--- src/rtl/ps2_host_tx_if.sv ---
// Command/status and PS/2 line bundle between the arcade top and the PS/2 host transmitter.
// master = requester/pad side, slave = transmitter.
interface ps2_host_tx_if;
    logic [7:0] TX_DATA;
    logic       TX_START;
    logic       TX_BUSY;
    logic       TX_DONE;
    logic       TX_ERR;
    logic       RX_HOLD;
    logic       PS2_CLK_IN;
    logic       PS2_DATA_IN;
    logic       PS2_CLK_OE;
    logic       PS2_DATA_OE;

    modport master (
        output TX_DATA, TX_START, PS2_CLK_IN, PS2_DATA_IN,
        input  TX_BUSY, TX_DONE, TX_ERR, RX_HOLD, PS2_CLK_OE, PS2_DATA_OE
    );

    modport slave (
        input  TX_DATA, TX_START, PS2_CLK_IN, PS2_DATA_IN,
        output TX_BUSY, TX_DONE, TX_ERR, RX_HOLD, PS2_CLK_OE, PS2_DATA_OE
    );
endinterface

--- src/rtl/ps2_host_tx.sv ---
// PS/2 host-to-device byte transmitter (inhibit, request-to-send, 11-bit frame, ACK); resend on NACK under PS2_TX_RESEND_EN.
// Latency: INHIBIT_CYC + RTS_CYC cycles to first device clock, then paced by the device; DONE/ERR pulse on the first IDLE cycle.
// Backpressure: TX_START is accepted only while TX_BUSY=0; requests while busy are dropped.
module ps2_host_tx #(
    parameter int INHIBIT_CYC = 600,
    parameter int RTS_CYC     = 12,
    parameter int TIMEOUT_CYC = 90000
`ifdef PS2_TX_RESEND_EN
    ,
    parameter int MAX_RETRY   = 2
`endif
) (
    input  logic          CLOCK,
    input  logic          RESET_N,
    ps2_host_tx_if.slave  bus
);

    localparam int CNT_MAX0 = (INHIBIT_CYC > TIMEOUT_CYC) ? INHIBIT_CYC : TIMEOUT_CYC;
    localparam int CNT_MAX  = (RTS_CYC > CNT_MAX0) ? RTS_CYC : CNT_MAX0;
    localparam int CW       = $clog2(CNT_MAX + 1);

    typedef enum logic [2:0] {
        S_IDLE,
        S_INHIBIT,
        S_RTS,
        S_SEND,
        S_ACK,
        S_WAITIDLE
    } state_t;

    state_t          state_q, state_d;
    logic [CW-1:0]   cnt_q, cnt_d;
    logic [3:0]      nfall_q, nfall_d;
    logic [7:0]      byte_q, byte_d;
    logic            par_q, par_d;
    logic            clk_oe_q, clk_oe_d;
    logic            data_oe_q, data_oe_d;
    logic            done_q, done_d;
    logic            err_q, err_d;
    logic [1:0]      clk_sync_q, data_sync_q;
    logic            clk_prev_q;
    logic            clk_s, data_s, fall, timeout_hit, nack;

`ifdef PS2_TX_RESEND_EN
    localparam int RW = (MAX_RETRY < 2) ? 1 : $clog2(MAX_RETRY + 1);
    logic [RW-1:0]   retry_q, retry_d;
`endif

    assign clk_s       = clk_sync_q[1];
    assign data_s      = data_sync_q[1];
    assign fall        = clk_prev_q & ~clk_s;
    assign timeout_hit = (cnt_q == CW'(TIMEOUT_CYC - 1));

    always_comb begin
        state_d   = state_q;
        cnt_d     = cnt_q;
        nfall_d   = nfall_q;
        byte_d    = byte_q;
        par_d     = par_q;
        clk_oe_d  = clk_oe_q;
        data_oe_d = data_oe_q;
        done_d    = 1'b0;
        err_d     = 1'b0;
        nack      = 1'b0;
`ifdef PS2_TX_RESEND_EN
        retry_d   = retry_q;
`endif
        case (state_q)
            S_IDLE: begin
                clk_oe_d  = 1'b0;
                data_oe_d = 1'b0;
                cnt_d     = '0;
                nfall_d   = '0;
                if (bus.TX_START) begin
                    byte_d   = bus.TX_DATA;
                    par_d    = ~^bus.TX_DATA;
                    clk_oe_d = 1'b1;
                    state_d  = S_INHIBIT;
`ifdef PS2_TX_RESEND_EN
                    retry_d  = '0;
`endif
                end
            end
            S_INHIBIT: begin
                cnt_d = cnt_q + CW'(1);
                if (cnt_q == CW'(INHIBIT_CYC - 1)) begin
                    cnt_d     = '0;
                    data_oe_d = 1'b1;
                    state_d   = S_RTS;
                end
            end
            S_RTS: begin
                cnt_d = cnt_q + CW'(1);
                if (cnt_q == CW'(RTS_CYC - 1)) begin
                    cnt_d    = '0;
                    nfall_d  = '0;
                    clk_oe_d = 1'b0;
                    state_d  = S_SEND;
                end
            end
            S_SEND: begin
                cnt_d = cnt_q + CW'(1);
                if (fall) begin
                    cnt_d   = '0;
                    nfall_d = nfall_q + 4'd1;
                    if (nfall_q < 4'd8) begin
                        data_oe_d = ~byte_q[nfall_q[2:0]];
                    end else if (nfall_q == 4'd8) begin
                        data_oe_d = ~par_q;
                    end else begin
                        data_oe_d = 1'b0;
                        state_d   = S_ACK;
                    end
                end
            end
            S_ACK: begin
                cnt_d = cnt_q + CW'(1);
                if (fall) begin
                    cnt_d = '0;
                    if (!data_s) begin
                        state_d = S_WAITIDLE;
                    end else begin
                        nack = 1'b1;
                    end
                end
            end
            S_WAITIDLE: begin
                cnt_d = cnt_q + CW'(1);
                if (fall) begin
                    cnt_d = '0;
                end
                if (clk_s && data_s) begin
                    state_d = S_IDLE;
                    done_d  = 1'b1;
                end
            end
            default: begin
                state_d   = S_IDLE;
                clk_oe_d  = 1'b0;
                data_oe_d = 1'b0;
            end
        endcase

        // A NACK either restarts the whole frame from the inhibit phase or ends the transfer.
        if (nack) begin
`ifdef PS2_TX_RESEND_EN
            if (retry_q < RW'(MAX_RETRY)) begin
                retry_d   = retry_q + RW'(1);
                cnt_d     = '0;
                nfall_d   = '0;
                clk_oe_d  = 1'b1;
                data_oe_d = 1'b0;
                state_d   = S_INHIBIT;
            end else begin
                state_d = S_IDLE;
                err_d   = 1'b1;
            end
`else
            state_d = S_IDLE;
            err_d   = 1'b1;
`endif
        end

        if ((state_q == S_SEND || state_q == S_ACK || state_q == S_WAITIDLE) &&
            !fall && state_d == state_q && timeout_hit) begin
            clk_oe_d  = 1'b0;
            data_oe_d = 1'b0;
            state_d   = S_IDLE;
            err_d     = 1'b1;
        end
    end

    always_ff @(posedge CLOCK or negedge RESET_N) begin
        if (!RESET_N) begin
            state_q     <= S_IDLE;
            cnt_q       <= '0;
            nfall_q     <= '0;
            byte_q      <= '0;
            par_q       <= 1'b0;
            clk_oe_q    <= 1'b0;
            data_oe_q   <= 1'b0;
            done_q      <= 1'b0;
            err_q       <= 1'b0;
            clk_sync_q  <= 2'b11;
            data_sync_q <= 2'b11;
            clk_prev_q  <= 1'b1;
`ifdef PS2_TX_RESEND_EN
            retry_q     <= '0;
`endif
        end else begin
            state_q     <= state_d;
            cnt_q       <= cnt_d;
            nfall_q     <= nfall_d;
            byte_q      <= byte_d;
            par_q       <= par_d;
            clk_oe_q    <= clk_oe_d;
            data_oe_q   <= data_oe_d;
            done_q      <= done_d;
            err_q       <= err_d;
            clk_sync_q  <= {clk_sync_q[0], bus.PS2_CLK_IN};
            data_sync_q <= {data_sync_q[0], bus.PS2_DATA_IN};
            clk_prev_q  <= clk_s;
`ifdef PS2_TX_RESEND_EN
            retry_q     <= retry_d;
`endif
        end
    end

    assign bus.TX_BUSY     = (state_q != S_IDLE);
    assign bus.RX_HOLD     = (state_q != S_IDLE);
    assign bus.TX_DONE     = done_q;
    assign bus.TX_ERR      = err_q;
    assign bus.PS2_CLK_OE  = clk_oe_q;
    assign bus.PS2_DATA_OE = data_oe_q;

endmodule

--- src/flat_wrapper.sv ---
// flat-port wrapper written by rule: the top's interface ports become plain ports
module ps2_host_tx_flat 
#(
    parameter int INHIBIT_CYC = 600,
    parameter int RTS_CYC     = 12,
    parameter int TIMEOUT_CYC = 90000

)
  (CLOCK, RESET_N, bus_TX_DATA, bus_TX_START, bus_PS2_CLK_IN, bus_PS2_DATA_IN, bus_TX_BUSY, bus_TX_DONE, bus_TX_ERR, bus_RX_HOLD, bus_PS2_CLK_OE, bus_PS2_DATA_OE);
  ps2_host_tx_if bus_i ();
  input  logic CLOCK;
  input  logic RESET_N;
  input wire logic [$bits(bus_i.TX_DATA)-1:0] bus_TX_DATA;
  input wire logic [$bits(bus_i.TX_START)-1:0] bus_TX_START;
  input wire logic [$bits(bus_i.PS2_CLK_IN)-1:0] bus_PS2_CLK_IN;
  input wire logic [$bits(bus_i.PS2_DATA_IN)-1:0] bus_PS2_DATA_IN;
  output wire logic [$bits(bus_i.TX_BUSY)-1:0] bus_TX_BUSY;
  output wire logic [$bits(bus_i.TX_DONE)-1:0] bus_TX_DONE;
  output wire logic [$bits(bus_i.TX_ERR)-1:0] bus_TX_ERR;
  output wire logic [$bits(bus_i.RX_HOLD)-1:0] bus_RX_HOLD;
  output wire logic [$bits(bus_i.PS2_CLK_OE)-1:0] bus_PS2_CLK_OE;
  output wire logic [$bits(bus_i.PS2_DATA_OE)-1:0] bus_PS2_DATA_OE;
  assign bus_i.TX_DATA = bus_TX_DATA;
  assign bus_i.TX_START = bus_TX_START;
  assign bus_i.PS2_CLK_IN = bus_PS2_CLK_IN;
  assign bus_i.PS2_DATA_IN = bus_PS2_DATA_IN;
  assign bus_TX_BUSY = bus_i.TX_BUSY;
  assign bus_TX_DONE = bus_i.TX_DONE;
  assign bus_TX_ERR = bus_i.TX_ERR;
  assign bus_RX_HOLD = bus_i.RX_HOLD;
  assign bus_PS2_CLK_OE = bus_i.PS2_CLK_OE;
  assign bus_PS2_DATA_OE = bus_i.PS2_DATA_OE;
  ps2_host_tx #(.INHIBIT_CYC(INHIBIT_CYC), .RTS_CYC(RTS_CYC), .TIMEOUT_CYC(TIMEOUT_CYC)) u_core (.CLOCK(CLOCK), .RESET_N(RESET_N), .bus(bus_i));
endmodule
--- config.mk ---
export PLATFORM = sky130hd
export DESIGN_NAME = ps2_host_tx_flat
export DESIGN_NICKNAME = d
export VERILOG_FILES = /design/src/rtl/ps2_host_tx_if.sv /design/src/rtl/ps2_host_tx.sv /design/src/flat_wrapper.sv
export SDC_FILE = /design/constraint.sdc
export NUM_CORES = 1
export LEC_CHECK = 0
export ABC_AREA = 1
export CAP_MARGIN = 20
export CORE_UTILIZATION = 35
export DETAILED_ROUTE_END_ITERATION = 10
export MAX_ROUTING_LAYER = met4
export PLACE_DENSITY = 0.55
export SYNTH_ARGS = -nofsm -noshare
export SYNTH_HDL_FRONTEND = slang
export SYNTH_SLANG_ARGS = --single-unit
--- constraint.sdc ---
create_clock -name CLOCK -period 1.95 [get_ports CLOCK]
set_clock_uncertainty 0.15 [all_clocks]
set_input_delay 0.2925 -clock CLOCK [delete_from_list [all_inputs] [get_ports CLOCK]]
set_output_delay 0.2925 -clock CLOCK [all_outputs]
set_load 0.05 [all_outputs]
==> impl_metrics.toml <==
[timing]
drv_slew = 0
final.period_utilization_pct = 95.21
rsz0062_at_grt = "false"
final.setup.tns_ns = 0
max_clock_freq_mhz = 538.6
max_slew.worst_pin.slew_ns = 0.5002
setup_viol = 0
fin_crit_ns = 1.857
slew_headroom_pct = 66.60
hold_ws_ns = 0.2107
hold_violations = 0

[pwr]
p_leak_nw = 1.309
power_density_nw_per_um2 = 763.3
ir_drop_uv = 497.4

[worst_setup_path]
cpLargestDelayFamily = "buffers and inverters"
max_stage_delay_ns = 0.79
endpoint_kind = "output pin"
critical_path_class = "reg2out"
cp.arrival_ns = 1.41
critical_path_buf_inv_count = 1
startpoint_type = "flop"
critPathMaxFanout = 1
crit_chain = "clkdlybuf4s50_1"
slowest_stage = "clkdlybuf4s50_1"
required_ns = 1.51

[detailed_routing]
ant_nets = 0
via_per_inst = 4.655
firstDrtPassIters = 4
vias = 2118
drc = 0
detail_route.iter0.violations = 107
routed_wl_mm = 5.323
wl_per_cell_um = 11.70

[global_route]
antenna_found_initial = 0
grt_pass1_vias = 1916
grt_max_degree = 43
grtUsageMet3_pct = 3.176
top_usage_layer = "met2"
grt_pass1_wl_mm = 8.914
met1_usage_pct = 21.86
grt_overflow = 0
grt_use_met2_pct = 24.15
gr-usage-all-layers_pct = 15.87

[cells_and_area]
area_growth_pct = 17.53
fin_cells = 455
nets = 373
diodes = 0
final_core_util_pct = 42.47
drive_gt1_share_pct = 11.42

[floorplan]
row_count = 30
die_h_um = 85.75
start_util_pct = 36.13
die_w_um = 85.75
ios = 19
dieArea_um2 = 7353
core-area_um2 = 6794

[yosys]
synth_top_area_share_pct = 37.72
ys_seq_elements = 42
synth_fa_ha_area_share_pct = 1.019
synth_most_common_cell = "nand2_1"
synth_common_cells = "nand2_1, nor2_1, inv_1, dfrtp_1, nand3_1"
syn_nets = 351
seq_area_frac_synth_pct = 43.07
synth_area_um2 = 2455
ys_async_sr_fraction_pct = 100.0
synthTopCellsByArea = "dfrtp_1, nand2_1, nor2_1, nand3_1, inv_1"
yosysWarnings = 0
synthSimpleGateAreaFrac_pct = 34.76
synth.distinct_cells = 33
muxShareOfSynthArea_pct = 0
synth_compound_area_share_pct = 7.288
synth_area_leader_cell = "dfrtp_1"
synth_edf_count = 0
synthCells = 336
synth_area_per_cell_um2 = 7.306
synth_top_family_by_area = "simple AND/OR/NAND/NOR gates"
ys.flop_type = "dfrtp_1"
synth_xor_area_share_pct = 5.352

[clock_network]
htreeDepth = 2
path_clk_slew_ns = 0.08
cts.sinks = 42
insertion_delay_ns = 0.29
cts_buffer_depth = 2
cts_tree = "built"
cts_buffers = 5
clk_root_buffer_cell = "clkbuf_8"

[run_status]
status = "finished, final reports clean"

[placed_design]
gp_congestion = 0.8844
place_hpwl_mm = 3.908
io_buffers = 18
dpl.cell_count = 445

[job]
cap_viol_max_count = 0

[hold_path]
worstHoldPathType = "reg2reg"
-- cell families (layout without fill, tap and decap cells) --
family,after synthesis,count (layout)
XOR/XNOR,15,15
flip-flops,42,42
buffers and inverters,51,73
AND/OR/NAND/NOR,193,194
adder cells (fa/ha/maj),2,2
AO/OA/AOI/OAI,33,33
-- where the power goes --
group	internal [mW]	leakage [nW]	switching, mW	total (mW)
Sequential	1.01	0.535	0.0902	1.10
Clock	0.285	0.0472	0.294	0.579
Combinational	0.212	0.727	0.314	0.526
Total	1.50	1.31	0.698	2.20
-- metal layers --
layer  vias up  routed length (um)
li1       1107                   -
met1       973                2711
met2        34                2406
met3         4                 161
met4         0                  44
met5         -                   0
-- state kept, by name, indices dropped and copies added, names as in the netlist --
signal / cells
u_core.bus.PS2_CLK_OE: 1
u_core.bus.PS2_DATA_OE: 1
u_core.bus.TX_DONE: 1
u_core.bus.TX_ERR: 1
u_core.byte_q: 8
u_core.clk_prev_q: 1
u_core.clk_sync_q: 2
u_core.cnt_q: 17
u_core.data_sync_q: 2
u_core.nfall_q: 4
u_core.par_q: 1
u_core.state_q: 3
-- layout by cell type (no fill, tap or decap), drive strengths merged, types with 7 or more instances in the layout --
| master | n |
|---|---|
| dfrtp | 37 |
| nand2 | 89 |
| o21ai | 26 |
| nor2 | 51 |
| nand3 | 33 |
| nand4 | 7 |
| xor2 | 10 |
| buf | 7 |
| nor3 | 8 |
| clkdlybuf4s50 | 13 |
| inv | 42 |
-- repair_timing --
item,in CTS,in global routing
setup endpoints to repair,0,14
setup buffers,0,0
resized for setup,0,6
hold endpoints to repair,37,0
hold buffers,1,0
-- metrics by stage --
step	cell area, um^2	total power, mW	setup WS [ns]
floorplan	2455	1.455	0.2423
CTS	2861	2.217	0.04371
finish	2885	2.202	0.09338
detailed placement	2756	1.623	0.1291
global placement	2756	1.611	0.1778
global route	2885	2.368	0.003375
-- path summary, 6_finish.rpt --
path / startpoint / to / slack [ns] / cells after the start
worst min register to register: u_core.data_sync_q[0] / u_core.data_sync_q[1] / 0.21 / 0
worst max-delay path: u_core.bus.TX_ERR / bus_TX_ERR / 0.09 / 1
worst max register to register: u_core.cnt_q[0] / u_core.cnt_q[11] / 0.15 / 8
worst min-delay path: u_core.data_sync_q[0] / u_core.data_sync_q[1] / 0.21 / 0
min in group asynchronous: RESET_N / u_core.byte_q[1] / 0.36 / 3
max in group asynchronous: RESET_N / u_core.clk_sync_q[1] / 1.03 / 3
-- cell type report --
| cell class | instances | area (um^2) |
|---|---|---|
| clock inverters | 2 | 12.51 |
| flip-flops and latches | 42 | 1059 |
| fillers | 717 | 3909 |
| multi-input cells | 244 | 1209 |
| well taps | 96 | 120.1 |
| repair buffers | 22 | 240.2 |
| inverters | 43 | 162.7 |
| clock buffers | 6 | 82.58 |
(Power assumes the default switching activity.)
